`src/rtl/tqvp_spi_pkg.sv`:
```
// tqvp_spi_pkg: register map, STATUS bit positions and FSM states for the SPI FIFO master.
package tqvp_spi_pkg;
    localparam logic [5:0] ADDR_DATA   = 6'h00;
    localparam logic [5:0] ADDR_STATUS = 6'h04;
    localparam logic [5:0] ADDR_CTRL   = 6'h08;

    localparam int ST_BUSY     = 0;
    localparam int ST_TX_FULL  = 1;
    localparam int ST_TX_EMPTY = 2;
    localparam int ST_RX_FULL  = 3;
    localparam int ST_RX_EMPTY = 4;
    localparam int ST_TX_OVF   = 5;
    localparam int ST_RX_OVF   = 6;
    localparam int ST_DONE     = 7;

    typedef enum logic [2:0] {S_IDLE, S_SETUP, S_LEAD, S_TRAIL, S_END, S_HOLD} state_t;
endpackage

```
`src/rtl/spi_sync_fifo.sv`:
```
// spi_sync_fifo: first-word-fall-through synchronous FIFO; a push into a full FIFO
// is accepted when a pop happens in the same cycle.
module spi_sync_fifo #(
    parameter int WIDTH = 8,
    parameter int DEPTH = 4,
    localparam int AW = $clog2(DEPTH)
) (
    input  logic             clk,
    input  logic             rst,
    input  logic             push,
    input  logic             pop,
    input  logic [WIDTH-1:0] din,
    output logic [WIDTH-1:0] dout,
    output logic             full,
    output logic             empty,
    output logic [AW:0]      count
);
    logic [WIDTH-1:0] r_mem [DEPTH];
    logic [AW-1:0]    r_wr;
    logic [AW-1:0]    r_rd;
    logic [AW:0]      r_count;
    logic             w_push;
    logic             w_pop;

    assign empty  = r_count == '0;
    assign full   = r_count == (AW+1)'(DEPTH);
    assign w_pop  = pop & ~empty;
    assign w_push = push & (~full | w_pop);
    assign dout   = r_mem[r_rd];
    assign count  = r_count;

    always_ff @(posedge clk) begin
        if (w_push) r_mem[r_wr] <= din;
    end

    always_ff @(posedge clk or posedge rst) begin
        if (rst) begin
            r_wr    <= '0;
            r_rd    <= '0;
            r_count <= '0;
        end else begin
            if (w_push) r_wr <= r_wr + AW'(1);
            if (w_pop) r_rd <= r_rd + AW'(1);
            r_count <= r_count + (AW+1)'(w_push) - (AW+1)'(w_pop);
        end
    end
endmodule

```
`src/rtl/tqvp_spi_fifo_master.sv`:
```
// tqvp_spi_fifo_master: TinyQV peripheral, mode-0/2 SPI master with TX/RX byte FIFOs,
// programmable SCLK divider, automatic CS framing and a level interrupt.
module tqvp_spi_fifo_master
    import tqvp_spi_pkg::*;
#(
    parameter int FIFO_DEPTH = 4,
    parameter int DIV_W      = 8
) (
    input  logic        clk,
    input  logic        rst,
    input  logic [7:0]  ui_in,
    output logic [7:0]  uo_out,
    input  logic [5:0]  address,
    input  logic [31:0] data_in,
    input  logic [1:0]  data_write_n,
    input  logic [1:0]  data_read_n,
    output logic [31:0] data_out,
    output logic        data_ready,
    output logic        user_interrupt
);
    localparam int CW = $clog2(FIFO_DEPTH) + 1;
    localparam int CTRL_W = DIV_W + 3;

    state_t            r_state;
    state_t            w_next;
    logic [DIV_W-1:0]  r_cnt;
    logic [DIV_W-1:0]  r_h;
    logic [2:0]        r_bit;
    logic [7:0]        r_shift;
    logic [7:0]        r_rx;
    logic [CTRL_W-1:0] r_ctrl;
    logic              r_tx_ovf;
    logic              r_rx_ovf;
    logic              r_done;
    logic              r_irq;

    logic              w_wr, w_rd, w_tick, w_cpol, w_ie_done, w_ie_rx, w_st_wr;
    logic              w_tx_push, w_tx_pop, w_rx_push, w_rx_pop;
    logic [7:0]        w_tx_dout, w_rx_dout;
    logic              w_tx_full, w_tx_empty, w_rx_full, w_rx_empty;
    logic [CW-1:0]     w_tx_count, w_rx_count;
    logic [31:0]       w_status;
    logic              w_unused;

    assign w_wr       = data_write_n != 2'b11;
    assign w_rd       = data_read_n != 2'b11;
    assign w_st_wr    = w_wr && address == ADDR_STATUS;
    assign w_tx_push  = w_wr && address == ADDR_DATA;
    assign w_rx_pop   = w_rd && address == ADDR_DATA;
    assign w_tx_pop   = (r_state == S_IDLE || r_state == S_END) && !w_tx_empty;
    assign w_rx_push  = r_state == S_END;
    assign w_tick     = r_cnt == r_h;
    assign w_cpol     = r_ctrl[DIV_W];
    assign w_ie_done  = r_ctrl[DIV_W+1];
    assign w_ie_rx    = r_ctrl[DIV_W+2];
    assign w_unused   = ^{ui_in[7:3], ui_in[1:0], data_in[31:CTRL_W]};

    spi_sync_fifo #(.WIDTH(8), .DEPTH(FIFO_DEPTH)) u_tx (
        .clk(clk), .rst(rst), .push(w_tx_push), .pop(w_tx_pop), .din(data_in[7:0]),
        .dout(w_tx_dout), .full(w_tx_full), .empty(w_tx_empty), .count(w_tx_count)
    );

    spi_sync_fifo #(.WIDTH(8), .DEPTH(FIFO_DEPTH)) u_rx (
        .clk(clk), .rst(rst), .push(w_rx_push), .pop(w_rx_pop), .din(r_rx),
        .dout(w_rx_dout), .full(w_rx_full), .empty(w_rx_empty), .count(w_rx_count)
    );

    always_comb begin
        w_next = r_state;
        case (r_state)
            S_IDLE:  if (!w_tx_empty) w_next = S_SETUP;
            S_SETUP: if (w_tick) w_next = S_LEAD;
            S_LEAD:  if (w_tick) w_next = S_TRAIL;
            S_TRAIL: if (w_tick) w_next = (r_bit == 3'd7) ? S_END : S_LEAD;
            S_END:   w_next = w_tx_empty ? S_HOLD : S_LEAD;
            S_HOLD:  if (w_tick) w_next = S_IDLE;
            default: w_next = S_IDLE;
        endcase
    end

    // The divider value is latched on every state entry, so CTRL edits land on the next half-period
    always_ff @(posedge clk or posedge rst) begin
        if (rst) begin
            r_state  <= S_IDLE;
            r_cnt    <= '0;
            r_h      <= '0;
            r_bit    <= '0;
            r_shift  <= '0;
            r_rx     <= '0;
            r_ctrl   <= '0;
            r_tx_ovf <= 1'b0;
            r_rx_ovf <= 1'b0;
            r_done   <= 1'b0;
            r_irq    <= 1'b0;
        end else begin
            r_state <= w_next;
            if (w_next != r_state) begin
                r_cnt <= '0;
                r_h   <= r_ctrl[DIV_W-1:0];
            end else begin
                r_cnt <= r_cnt + DIV_W'(1);
            end
            if (w_tx_pop) begin
                r_shift <= w_tx_dout;
                r_bit   <= '0;
            end else if (r_state == S_LEAD && w_tick) begin
                r_shift <= {r_shift[6:0], 1'b0};
            end else if (r_state == S_TRAIL && w_tick) begin
                r_bit <= r_bit + 3'd1;
            end
            if (w_next == S_LEAD && r_state != S_LEAD) r_rx <= {r_rx[6:0], ui_in[2]};
            if (w_wr && address == ADDR_CTRL) r_ctrl <= data_in[CTRL_W-1:0];
            r_tx_ovf <= (w_tx_push && w_tx_full && !w_tx_pop) || (r_tx_ovf && !(w_st_wr && data_in[ST_TX_OVF]));
            r_rx_ovf <= (w_rx_push && w_rx_full && !w_rx_pop) || (r_rx_ovf && !(w_st_wr && data_in[ST_RX_OVF]));
            r_done   <= (r_state == S_HOLD && w_tick) || (r_done && !(w_st_wr && data_in[ST_DONE]));
            r_irq    <= (w_ie_done && r_done) || (w_ie_rx && !w_rx_empty);
        end
    end

    assign w_status = {16'h0, 4'(w_rx_count), 4'(w_tx_count), r_done, r_rx_ovf, r_tx_ovf,
                       w_rx_empty, w_rx_full, w_tx_empty, w_tx_full, r_state != S_IDLE};

    assign data_out = (address == ADDR_DATA)   ? {24'h0, w_rx_empty ? 8'h00 : w_rx_dout} :
                      (address == ADDR_STATUS) ? w_status :
                      (address == ADDR_CTRL)   ? 32'(r_ctrl) : 32'h0;

    assign data_ready     = w_rd;
    assign user_interrupt = r_irq;
    assign uo_out = {2'b00, r_shift[7], (r_state == S_LEAD) ? ~w_cpol : w_cpol, r_state == S_IDLE, 3'b000};
endmodule

```
`config.mk`:
```
export PLATFORM = sky130hd
export DESIGN_NAME = tqvp_spi_fifo_master
export DESIGN_NICKNAME = d
export VERILOG_FILES = /design/src/rtl/tqvp_spi_pkg.sv /design/src/rtl/spi_sync_fifo.sv /design/src/rtl/tqvp_spi_fifo_master.sv
export SDC_FILE = /design/constraint.sdc
export NUM_CORES = 1
export LEC_CHECK = 0
export ABC_CLOCK_PERIOD_IN_PS = 2650
export CORE_ASPECT_RATIO = 0.5
export CORE_UTILIZATION = 40
export CTS_CLUSTER_DIAMETER = 60
export DETAILED_ROUTE_END_ITERATION = 12
export DONT_BUFFER_PORTS = 1
export PLACE_DENSITY = 0.65
export SYNTH_ARGS = -nofsm -noshare
export SYNTH_HDL_FRONTEND = slang
export SYNTH_SLANG_ARGS = --single-unit
```
`constraint.sdc`:
```
create_clock -name clk -period 2.65 [get_ports clk]
set_clock_uncertainty 0.1 [all_clocks]
set_input_delay 0.53 -clock clk [delete_from_list [all_inputs] [get_ports clk]]
set_output_delay 0.53 -clock clk [all_outputs]
set_load 0.02 [all_outputs]
```
# == Word-level counts from Yosys, hierarchy flattened ==
# Memory sizes are Yosys's and may differ from the RTL's.
# Cells that the tools add are included.
# word_totals
reg_bits,67
latchBits,0
mem_bits_rw,64
rom_bits,0
word_cells,121
memories,2
# op_classes
add_sub_neg,10
mul,0
div,0
n_lt_le_gt_ge,0
eq_ne,17
shift,0
n_mux,23
bitwise,11
reduce_logical,41
# memory_table
name,depth,word_bits,rd,rd_clocked_by_memory_dff,wr,line_no,rtl
u_rx.r_mem,4,8,1,0,1,spi_sync_fifo.sv:18,logic [WIDTH-1:0] r_mem [DEPTH];
u_tx.r_mem,4,8,1,0,1,spi_sync_fifo.sv:18,
# op_table
cell,n
8-bit 2-to-1 mux,4
15-bit 2-to-1 mux,2
3-bit 2-to-1 mux,10
1-bit logical AND,21
3-bit case mux with 6 select lines,1
"3-bit == test, second input constant",5
11-bit 2-to-1 mux,1
"3-bit by 2-bit == test with 1-bit output, second input constant",3
3-bit logical NOT,3
"2-bit by 1-bit adder with 2-bit output, second input constant",4
"8-bit by 1-bit adder with 8-bit output, second input constant",1
8-bit == test,1
1-bit logical NOT,7
3-bit by 1-bit adder with 3-bit output,2
"6-bit by 3-bit == test with 1-bit output, second input constant",1
"6-bit by 4-bit == test with 1-bit output, second input constant",1
6-bit logical NOT,1
3-bit by 1-bit subtractor with 3-bit output,2
1-bit logical OR,5
1-bit 2-to-1 mux,5
1-bit NOT,5
1-bit bitwise AND,4
"2-bit != test, second input constant",2
2-bit nonzero test,2
8 further kinds,9

# == Depth between registers and ports, before layout ==
# depth
word_depth,8
ltp_mapped,10
depth_no_buf,9

# == Cells and area by module ==
# From an unflattened synthesis, not the netlist that was laid out.
# unflattened
hier_cells,501
area_unflattened_um2,6512.5
# modules_own_cells
mod,instances,cells_each,area_each_um2,seq_area_each_um2
tqvp_spi_fifo_master,1,345,3349.5,1326.3
spi_sync_fifo,2,78,1581.5,1136.1

# == Least setup slack after synthesis ==
# Ideal clock, no wire load.
# synth_timing
path_kind,input -> register
start,input address[1]
end,register u_rx.r_count[2] (netlist: u_rx.count[2])
setup_time_ns,0.123
arrival_time_ns,2.633
required_ns,2.427
path_slack_ns,-0.206
cell_stages,9
n_path_buf,1
cell_sequence,or4_1 buf_2 nor4_4 and2_4 ha_1 inv_1 ha_1 fa_1 xnor2_1
# synth_via
elab_chain_cells,7
# synth_rtl
element,line_no,rtl
from (decl),tqvp_spi_fifo_master.sv:13,"input logic [5:0] address,"
6-bit logical NOT (*),tqvp_spi_fifo_master.sv:49,assign w_rx_pop = w_rd && address == ADDR_DATA;
1-bit logical AND (*),tqvp_spi_fifo_master.sv:49,
1-bit bitwise AND (*),spi_sync_fifo.sv:27,assign w_pop = pop & ~empty;
net u_rx.w_pop,spi_sync_fifo.sv:23,logic w_pop;
1-bit OR,spi_sync_fifo.sv:28,assign w_push = push & (~full | w_pop);
1-bit bitwise AND,spi_sync_fifo.sv:28,
3-bit by 1-bit adder with 3-bit output,spi_sync_fifo.sv:44,r_count <= r_count + (AW+1)'(w_push) - (AW+1)'(w_pop);
3-bit by 1-bit subtractor with 3-bit output (*),spi_sync_fifo.sv:44,
to (signal assigned),spi_sync_fifo.sv:44,
to (decl),spi_sync_fifo.sv:21,logic [AW:0] r_count;
# The timed path passes the listed nets; every way through them passes the cells marked *.
# A chain may end at the register's enable or synchronous reset.

# == Worst setup path in the final report ==
# layout_timing
start,input address[1]
end,output data_out[0]
# layout_via
elab_chain_cells,4
word_cells_on_any_way,6
classes_between,2 x eq/ne; 3 x mux; 1 x reduce/logical
# layout_rtl
element,line_no,rtl
6-bit by 4-bit == test with 1-bit output,tqvp_spi_fifo_master.sv:125,(address == ADDR_CTRL) ? 32'(r_ctrl) : 32'h0;
11-bit 2-to-1 mux,tqvp_spi_fifo_master.sv:125,
15-bit 2-to-1 mux,tqvp_spi_fifo_master.sv:124,(address == ADDR_STATUS) ? w_status :
15-bit 2-to-1 mux (*),tqvp_spi_fifo_master.sv:123,"assign data_out = (address == ADDR_DATA) ? {24'h0, w_rx_empty ? 8'h00 : w_rx_dout} :"
to (decl),tqvp_spi_fifo_master.sv:17,"output logic [31:0] data_out,"
# Every way passes the cells marked *; elsewhere a longest branch is shown, timed or not.

==> flow_summary.ini <==
[cells_and_area]
num-nets-final = 571
mostFrequentLayoutCells = 66 x sky130_fd_sc_hd__dfrtp_1, 64 x sky130_fd_sc_hd__edfxtp_1, 40 x sky130_fd_sc_hd__nand2_1, 33 x sky130_fd_sc_hd__buf_4, 23 x sky130_fd_sc_hd__conb_1
antenna_diode_instance_count = 0
most_common_library_cell_in_the_layout_ignoring_fill_and_taps = sky130_fd_sc_hd__dfrtp_1
layout.filler_cells = 1255
drive_above_1_share = 0.235
areaGrowthSynthToFinish_pct = 17.7
final_design_area_no_fill_um2 = 7330

[grt]
grtUsageTotal = 0.169
antenna_found_initial = 0
grt_overflow = 0
grt_max_degree = 46
via_count_of_the_first_global_routing_pass = 3768
global_route_wire_length_before_repair_um = 20400

[job]
timing.max_cap.violations = 0

[clock_network]
clockRootBuffer = sky130_fd_sc_hd__clkbuf_16
cts.reportedPaths.clkPinSlew_ns = 0.06
cts_bufs_inserted = 17
cts_sinks = 131
clock_tree.buffer_depth = 2
clk-insertion-delay-late_ns = 0.40
cts_htree_levels = 4
tritoncts = built

[detailed_routing]
finalWirelength_um = 12400
detailedRoute.firstIterationViolations = 381
detail_route.vias_per_cell = 5.18
route.vias.total = 3696
detail-route-antenna-nets = 0
wl_per_cell_um = 17.3
detailed_route_drc_error_count = 0
drt_pass1_iterations = 4

[timing]
setup_repair_after_global_routing_missed_its_margin = false
setup_viol = 0
clock.fmax_mhz = 385
slew_headroom = 0.554
final_min_period_over_clock_period = 0.980
fin_ws_ns = 0.0535
final-max-slew-violation-count = 0
max_slew.worst_pin.slew_ns = 0.669
final_worst_path_period_need_ns = 2.60
final-hold-violation-count = 0

[yosys]
ys_dominant_reg_cell = sky130_fd_sc_hd__dfrtp_1
number_of_unique_standard_cell_types_used_by_synthesis = 58
avgSynthCellArea_um2 = 13.4
netlist_instances = 463
synth-edff-count = 64
synthArstFlopShare = 0.511
sequential_area_share_after_synthesis = 0.578
ys.warnings.count = 0
synth_seq_cells = 131
post_synth_instance_area_um2 = 6230

[placed_design]
dp.final_hpwl_um = 8780
dp_worst_setup_slack_ns = -0.00566
place.port_buffers = 0
routabilityCongestion = 0.812
placement.cell_area_um2 = 6710

[min_path]
worstHoldPathType = input port to flip-flop

[die]
placementRows = 31
fp.dieW_um = 178
design.core.area_um2 = 14800
fp.dieArea_um2 = 16100
io_pins = 94
die_h_um = 90.2
initial_core_utilization = 0.420

[worst_setup_path]
crit_path_end_kind = output port
cp.arrival_ns = 1.97
cp_max_fo = 5
path_class = input port to output port
crit_required_ns = 2.02
critical_path.startpoint_type = input port

[power_and_ir_drop]
irDropWorstVdd_mv = 0.482
p_per_area_nw_per_um2 = 938
total_power_mw = 6.87
total_leakage_power_nw = 3.04

[run_status]
run_status = finished, final reports clean
[registers in the layout, summed over array words and instances (netlist names), 8 cells and up]
| register | flops |
|---|---|
| r_cnt | 8 |
| r_shift | 8 |
| r_h | 8 |
| r_ctrl | 11 |
| r_rx | 8 |
| u_tx.r_mem | 32 |
| u_rx.r_mem | 32 |
[synthesized netlist by cell type, drive strengths merged, types with 3 or more instances]
cell,instances,share of area
xor2,10,0.015
nor2b,4,0.0040
buf,34,0.039
clkbuf,10,0.0060
nor3,6,0.0056
nor2,15,0.0090
nand3,13,0.010
nand2,40,0.024
ha,15,0.030
a31oi,9,0.0090
edfxtp,64,0.31
a22o,4,0.0056
o21ai,3,0.0024
nand4,11,0.011
mux4,16,0.058
nor3b,4,0.0074
xnor2,17,0.024
a221o,7,0.011
a22oi,5,0.0060
mux2,20,0.042
inv,19,0.011
and3,18,0.018
o211ai,9,0.011
mux2i,3,0.0048
and4,3,0.0042
and2,10,0.010
dfrtp,67,0.27
[final timing paths]
check	from	endpoint	slack, ns	depth (start not counted)
worst max-delay path	address[1]	data_out[0]	0.05	5
worst min-delay path	data_in[2]	u_tx.r_mem[0][2]	0.12	0
worst max register to register	u_tx.count[1]	u_tx.count[2]	0.28	9
max in group asynchronous	rst	r_h[2]	1.26	3
min in group asynchronous	rst	u_rx.r_rd[0]	0.54	2
worst min register to register	r_bit[0]	r_bit[0]	0.39	1
[routing by layer]
layer	vias to the layer above	wire, µm	share of wire	GRT usage
li1	1745	-	-	-
met1	1870	5770	0.47	0.226
met2	74	6080	0.49	0.268
met3	7	396	0.032	0.0453
met4	0	119	0.0096	0.0487
met5	-	0	0	0
[metrics by stage]
step                hold slack (ns)  setup TNS (ns)  std cells  utilization
global route                 0.0895               0        713        0.495
detailed placement            0.379        -0.00566        679        0.453
global placement              0.370               0        679        0.453
CTS                          0.0968               0        712        0.493
finish                        0.118               0        713        0.495
floorplan                     0.352          -0.369        485            -
[power by group]
group	internal (mW)	total (mW)	switching [mW]	leakage, nW
clock	1.43	2.30	0.862	0.280
sequential	2.46	2.84	0.383	1.38
combinational	0.828	1.73	0.904	1.38
[kinds of logic (layout without fill, tap and decap cells)]
family,after synthesis,in the layout,share of synthesized area
AO/OA/AOI/OAI,54,54,0.0701
XOR/XNOR,27,27,0.0392
adder cells (fa/ha/maj),17,17,0.0366
buffers and inverters,63,93,0.0565
flip-flops,131,131,0.578
multiplexers,39,39,0.105
other,1,23,0.000602
AND/OR/NAND/NOR,131,131,0.114
[worst max-delay path: stages]
cell                       delay [ns]
sky130_fd_sc_hd__or4_4           0.59
sky130_fd_sc_hd__nor3b_4         0.25
sky130_fd_sc_hd__inv_1           0.14
sky130_fd_sc_hd__o211ai_1        0.26
sky130_fd_sc_hd__buf_4           0.19
[area by class of cell]
cell class	instances	area, µm²	share of cell area
clock inverters	12	131	0.0179
flip-flops and latches	131	3600	0.491
multi-input cells	291	2400	0.328
clock buffers	20	457	0.0623
repair buffers	42	418	0.0570
inverters	19	71.3	0.00973
well taps	198	248	0.0338
[repair_timing]
action                                 CTS  global route
setup buffers                            0             1
hold buffers                             1             0
resized for setup                        0             3
setup endpoints to repair                0             9
endpoints found under the hold margin   22             0
Power figures use the tool's default switching activity.
